`src/rtl/bus_fabric.sv`:
```
// Single-master bus interconnect: decodes the master address into NSLAVE regions,
// drives active-low chip selects, handles slave wait states and a timeout watchdog.
module bus_fabric #(
  parameter int AW      = 16,
  parameter int SAW     = 8,
  parameter int DW      = 16,
  parameter int NSLAVE  = 4,
  parameter int TIMEOUT = 16
) (
  input  logic                 clk,
  input  logic                 reset,
  input  logic                 m_req,
  input  logic [AW-1:0]        m_addr,
  input  logic [DW-1:0]        m_wdata,
  input  logic                 m_rw_,
  output logic                 m_ack,
  output logic                 m_err,
  output logic [DW-1:0]        m_rdata,
  output logic                 busy,
  output logic [7:0]           err_cnt,
  output logic [SAW-1:0]       s_addr,
  output logic [DW-1:0]        s_wdata,
  output logic                 s_rw_,
  output logic [NSLAVE-1:0]    s_cs_,
  input  logic [NSLAVE*DW-1:0] s_rdata,
  input  logic [NSLAVE-1:0]    s_ready
);

  localparam int IW = AW - SAW;
  localparam int CW = (TIMEOUT > 0) ? $clog2(TIMEOUT + 1) : 1;
  localparam logic [CW-1:0] CNT_LAST = (TIMEOUT > 0) ? CW'(TIMEOUT - 1) : '0;
  localparam logic [IW:0]   NSL      = (IW + 1)'(NSLAVE);
  localparam bit            TO_EN    = (TIMEOUT != 0);

  typedef enum logic [1:0] {IDLE, ACCESS, RESP} state_t;

  state_t          state_q, state_d;
  logic [IW-1:0]   idx_q, idx_d;
  logic [SAW-1:0]  s_addr_q, s_addr_d;
  logic [DW-1:0]   s_wdata_q, s_wdata_d;
  logic            s_rw_q, s_rw_d;
  logic [CW-1:0]   cnt_q, cnt_d;
  logic            err_pend_q, err_pend_d;
  logic [DW-1:0]   m_rdata_q, m_rdata_d;
  logic [7:0]      err_cnt_q, err_cnt_d;

  logic [DW-1:0]   sel_rdata;
  logic            sel_ready;
  logic            req_mapped;
  logic            timeout_hit;

  // Full-width index compare so unmapped regions never alias onto real slaves
  assign req_mapped  = {1'b0, m_addr[AW-1:SAW]} < NSL;
  assign timeout_hit = TO_EN && (cnt_q == CNT_LAST);

  always_comb begin
    sel_rdata = '0;
    sel_ready = 1'b0;
    for (int i = 0; i < NSLAVE; i++) begin
      if (idx_q == IW'(i)) begin
        sel_rdata = s_rdata[i*DW +: DW];
        sel_ready = s_ready[i];
      end
    end
  end

  always_ff @(posedge clk or posedge reset) begin
    if (reset) state_q <= IDLE;
    else       state_q <= state_d;
  end

  always_comb begin
    state_d = state_q;
    case (state_q)
      IDLE:    if (m_req) state_d = req_mapped ? ACCESS : RESP;
      ACCESS:  if (sel_ready || timeout_hit) state_d = RESP;
      RESP:    state_d = IDLE;
      default: state_d = IDLE;
    endcase
  end

  always_comb begin
    s_cs_ = '1;
    if (state_q == ACCESS) begin
      for (int i = 0; i < NSLAVE; i++) begin
        if (idx_q == IW'(i)) s_cs_[i] = 1'b0;
      end
    end
    m_ack = (state_q == RESP);
    m_err = (state_q == RESP) && err_pend_q;
    busy  = (state_q != IDLE);
  end

  always_comb begin
    idx_d      = idx_q;
    s_addr_d   = s_addr_q;
    s_wdata_d  = s_wdata_q;
    s_rw_d     = s_rw_q;
    cnt_d      = cnt_q;
    err_pend_d = err_pend_q;
    m_rdata_d  = m_rdata_q;
    err_cnt_d  = err_cnt_q;
    case (state_q)
      IDLE: begin
        if (m_req) begin
          idx_d      = m_addr[AW-1:SAW];
          s_addr_d   = m_addr[SAW-1:0];
          s_wdata_d  = m_wdata;
          s_rw_d     = m_rw_;
          cnt_d      = '0;
          err_pend_d = !req_mapped;
        end
      end
      ACCESS: begin
        cnt_d = cnt_q + CW'(1);
        // Ready takes priority over a coinciding timeout
        if (sel_ready) begin
          err_pend_d = 1'b0;
          if (s_rw_q) m_rdata_d = sel_rdata;
        end else if (timeout_hit) begin
          err_pend_d = 1'b1;
          if (s_rw_q) m_rdata_d = '0;
        end
      end
      RESP: begin
        cnt_d = '0;
        if (err_pend_q && (err_cnt_q != 8'hFF)) err_cnt_d = err_cnt_q + 8'd1;
      end
      default: cnt_d = '0;
    endcase
  end

  always_ff @(posedge clk or posedge reset) begin
    if (reset) begin
      idx_q      <= '0;
      s_addr_q   <= '0;
      s_wdata_q  <= '0;
      s_rw_q     <= 1'b1;
      cnt_q      <= '0;
      err_pend_q <= 1'b0;
      m_rdata_q  <= '0;
      err_cnt_q  <= '0;
    end else begin
      idx_q      <= idx_d;
      s_addr_q   <= s_addr_d;
      s_wdata_q  <= s_wdata_d;
      s_rw_q     <= s_rw_d;
      cnt_q      <= cnt_d;
      err_pend_q <= err_pend_d;
      m_rdata_q  <= m_rdata_d;
      err_cnt_q  <= err_cnt_d;
    end
  end

  assign m_rdata = m_rdata_q;
  assign err_cnt = err_cnt_q;
  assign s_addr  = s_addr_q;
  assign s_wdata = s_wdata_q;
  assign s_rw_   = s_rw_q;

endmodule

```
`config.mk`:
```
export PLATFORM = sky130hd
export DESIGN_NAME = bus_fabric
export DESIGN_NICKNAME = d
export VERILOG_FILES = /design/src/rtl/bus_fabric.sv
export SDC_FILE = /design/constraint.sdc
export NUM_CORES = 1
export LEC_CHECK = 0
export CORE_MARGIN = 4
export CORE_UTILIZATION = 41
export DETAILED_ROUTE_END_ITERATION = 8
export GPL_ROUTABILITY_DRIVEN = 0
export MAX_ROUTING_LAYER = met4
export PLACE_DENSITY = 0.76
export SLEW_MARGIN = 20
export SYNTH_ARGS = -nofsm -noshare
export SYNTH_HDL_FRONTEND = slang
export SYNTH_SLANG_ARGS = --single-unit
```
`constraint.sdc`:
```
create_clock -name clk -period 2.82 [get_ports clk]
set_input_delay 0.705 -clock clk [delete_from_list [all_inputs] [get_ports clk]]
set_output_delay 0.705 -clock clk [all_outputs]
set_load 0.005 [all_outputs]
```
==> key figures <==
Status
  – Status: finished clean

Critical path
  – Data arrival, critical path: around 1.9 ns
  – Crit Path Class: reg2out
  – Slowest Stage Delay on Critical Path: about 0.5 ns
  – Critical path, cell by cell: nor4_4 > buf_4 > nand4b_1 > clkdlybuf4s50_1
  – WP buf/inv: 2
  – Top Family by Delay on Critical Path: buffers and inverters
  – CP max stage cell: clkdlybuf4s50_1
  – Critical path required time: ~2.1 ns
  – CP Max Fanout: 3
  – Nature of the critical path startpoint: flip-flop
  – FF-to-FF path depth: 6
  – Critical path depth: 4
  – CP endpoint kind: output port

Synthesis
  – Sequential area share after synthesis: 0.4840
  – Leading cell types by count after synthesis: 64 x dfrtp_1, 39 x o21ai_0, 30 x mux2_4, 25 x o21ai_1, 21 x nand3_1
  – Post-synth ARST share: 1.000
  – Syn Inst Count: 290
  – Synthesized Nets: 397
  – Synth Warn #: 0
  – Main area contributors after synthesis: dfrtp_1 48%, mux2_4 13%, o21ai_0 5.8%, mux2i_1 5.1%, o21ai_1 3.7%
  – Post-synth top area share: 0.4762
  – Area leader, netlist: dfrtp_1
  – Post-Synthesis Cell Area: 3363 sq um
  – Predominant post-synthesis flop cell: dfrtp_1
  – Synth Register Bits: 65
  – Number of flops mapped to enable cells by yosys: 0
  – Synth cell types: between 40 and 50
  – Synthesized area per cell: roughly 12 sq um
  – Count leader, synth: dfrtp_1

Layout
  – Design area: 5300 sq um
  – Multi-input gate area: approximately 1600 sq um
  – Fillers: between 600 and 700
  – P&R area growth vs syn: 57.59%
  – Share of cells above drive strength 1: 0.1634
  – N_diodes: 0
  – Final nets: 561
  – Reg area: 1629 sq um

Clock network
  – # H-tree levels: 3
  – CTS tree: done
  – Clk buf depth: 2
  – CTS sink cnt: 65
  – Clock buffer count from CTS: 9
  – Clock Pin Slew Worst Setup and Hold Paths: roughly 0.07 ns
  – Skew-Pair Late Insertion Delay: between 0.3 and 0.4 ns
  – Root buf cell: clkbuf_8

Drt
  – DR vias: roughly 2800
  – DRT iter0 DRCs: just over 80
  – Total wire length: ~9100 um
  – Wire per inst: roughly 16 um
  – Post-route DRC: 0
  – TritonRoute pass-1 iters: 4
  – Routed vias/inst: slightly above 5
  – Final ANT Viol Nets: 0

Die
  – Row count: 32
  – Core Area: 7848 sq um
  – Die Height: about 99 um
  – Die W: between 90 and 100 um
  – Die ar.: about 9700 sq um
  – Initial core utilization: 0.4286
  – Top Ports: 160

Placement
  – # port buffers: approximately 160
  – Post-DP HPWL: between 7000 and 8000 um
  – Placed Area: approximately 5100 sq um
  – Dpl ws: approximately 0.35 ns

STA
  – Post-route setup slack: between 0.2 and 0.25 ns
  – Setup TNS: 0 ns
  – Worst Tran Pin Value: between 0.6 and 0.7 ns
  – Final hold violations: 0
  – Setup Viol. Count Final: 0
  – Max-slew headroom: 0.5914
  – Hold slack: 0.4954 ns
  – Clock Skew: ~0.0095 ns
  – Max-slew violations: 0
  – Max Fclk: ~0.39 GHz
  – RSZ-0062 raised after global routing: no
  – Part of the cycle the worst path needs: 0.9175
  – Fin crit period: around 2.6 ns

Global route
  – Number of global-route vias before repair: 3009
  – GRT Util Overall: 0.1988
  – Total gr overflow: 0
  – Initial antenna violation count: 0
  – Largest net degree at the start of global routing: 36
  – First-pass GRT wire length: around 15000 um

Power
  – Pwr per Cell Area: about 540 nW/um^2
  – LEAKAGE: 0.002268 uW
  – Maximum vdd drop: approximately 0.26 mV

Worst hold path
  – Worst Hold Depth: 1
  – HP Class: reg2reg

Job
  – Max-cap violations: 0
-- worst paths after layout --
| path | startpoint | end | slack, ns |
|---|---|---|---|
| worst max register to register | idx_q[0] | m_rdata[2] | 0.88 |
| worst max-delay path | idx_q[3] | s_cs_[1] | 0.23 |
| min in group asynchronous | reset | s_wdata[1] | 0.76 |
| max in group asynchronous | reset | s_wdata[5] | 1.47 |
| worst min-delay path | err_cnt[5] | err_cnt[5] | 0.50 |
| worst min register to register | err_cnt[5] | err_cnt[5] | 0.50 |
-- cell type report --
class / instances / area share
Timing Repair Buffer: 172 / 0.3291
Sequential cell: 65 / 0.3074
Multi-Input combinational cell: 200 / 0.2993
Clock buffer: 11 / 0.02856
Tap cell: 102 / 0.02408
Clock inverter: 5 / 0.007318
Inverter: 6 / 0.004249
-- routing by layer --
layer  up-vias  GRT usage  wire, um
met5         -          -         0
met4         0     0.1019       323
met3        22    0.04317       451
met2        80     0.3339      4715
met1      1342     0.2225      3645
li1       1383          -         -
-- stage by stage --
step | power [uW] | std cells | utilization
floorplan | 1640 | 290 | -
CTS | 2878 | 560 | 0.6736
global route | 3008 | 561 | 0.6754
detailed placement | 2117 | 543 | 0.6484
finish | 2841 | 561 | 0.6754
global placement | 2092 | 543 | 0.6484
-- placed cells by master (no fill, tap or decap), types with 2 or more instances in the layout --
cell type        netlist  routed
a211oi_1               2       2
a21oi_1                3       3
and3_1                 2       2
buf_12                 0       4
buf_4                  4       9
clkbuf_8               0      11
clkdlybuf4s50_1        0     157
clkinv_4               0       2
dfrtp_1               64      63
dlymetal6s2s_1         0       2
ha_1                   3       3
inv_1                  6       5
mux2_2                 4       4
mux2_4                30      30
mux2i_1               17      17
nand2_1                7       7
nand3_1               21      21
nand4_2                2       2
nor2_1                11      11
nor2b_1                2       2
nor3_1                 3       3
nor3b_1                3       3
o21ai_0               39      39
o21ai_1               25      25
xnor2_1                4       4
xor2_1                 5       5
-- report_power, final --
group	total (uW)	switching (uW)	internal, uW
clock	748	377	371
sequential	1200	128	1070
combinational	893	306	587
-- logic make-up after synthesis --
| group | count (synthesis) | share of synthesized area |
|---|---|---|
| flops | 65 | 0.4840 |
| compound gates | 74 | 0.1190 |
| buf+inv | 25 | 0.04464 |
| mux | 52 | 0.2046 |
| fa+ha+maj | 3 | 0.01116 |
| xor+xnor | 9 | 0.02344 |
| simple gates | 62 | 0.1131 |
-- sequential cells by signal (all words and copies together), names as in the netlist --
| register | count |
|---|---|
| state_q | 2 |
| s_wdata | 16 |
| s_rw_ | 1 |
| err_pend_q | 1 |
| err_cnt | 8 |
| s_addr | 8 |
| idx_q | 8 |
| cnt_q | 5 |
| m_rdata | 16 |
-- repair_timing --
| item | CTS | global route |
|---|---|---|
| hold buffers | 0 | 0 |
| pin swaps | 1 | 1 |
| resized for setup | 0 | 3 |
| buffers inserted | 1 | 1 |
| endpoints found under the setup margin | 1 | 2 |
Power figures use the tool's default switching activity.
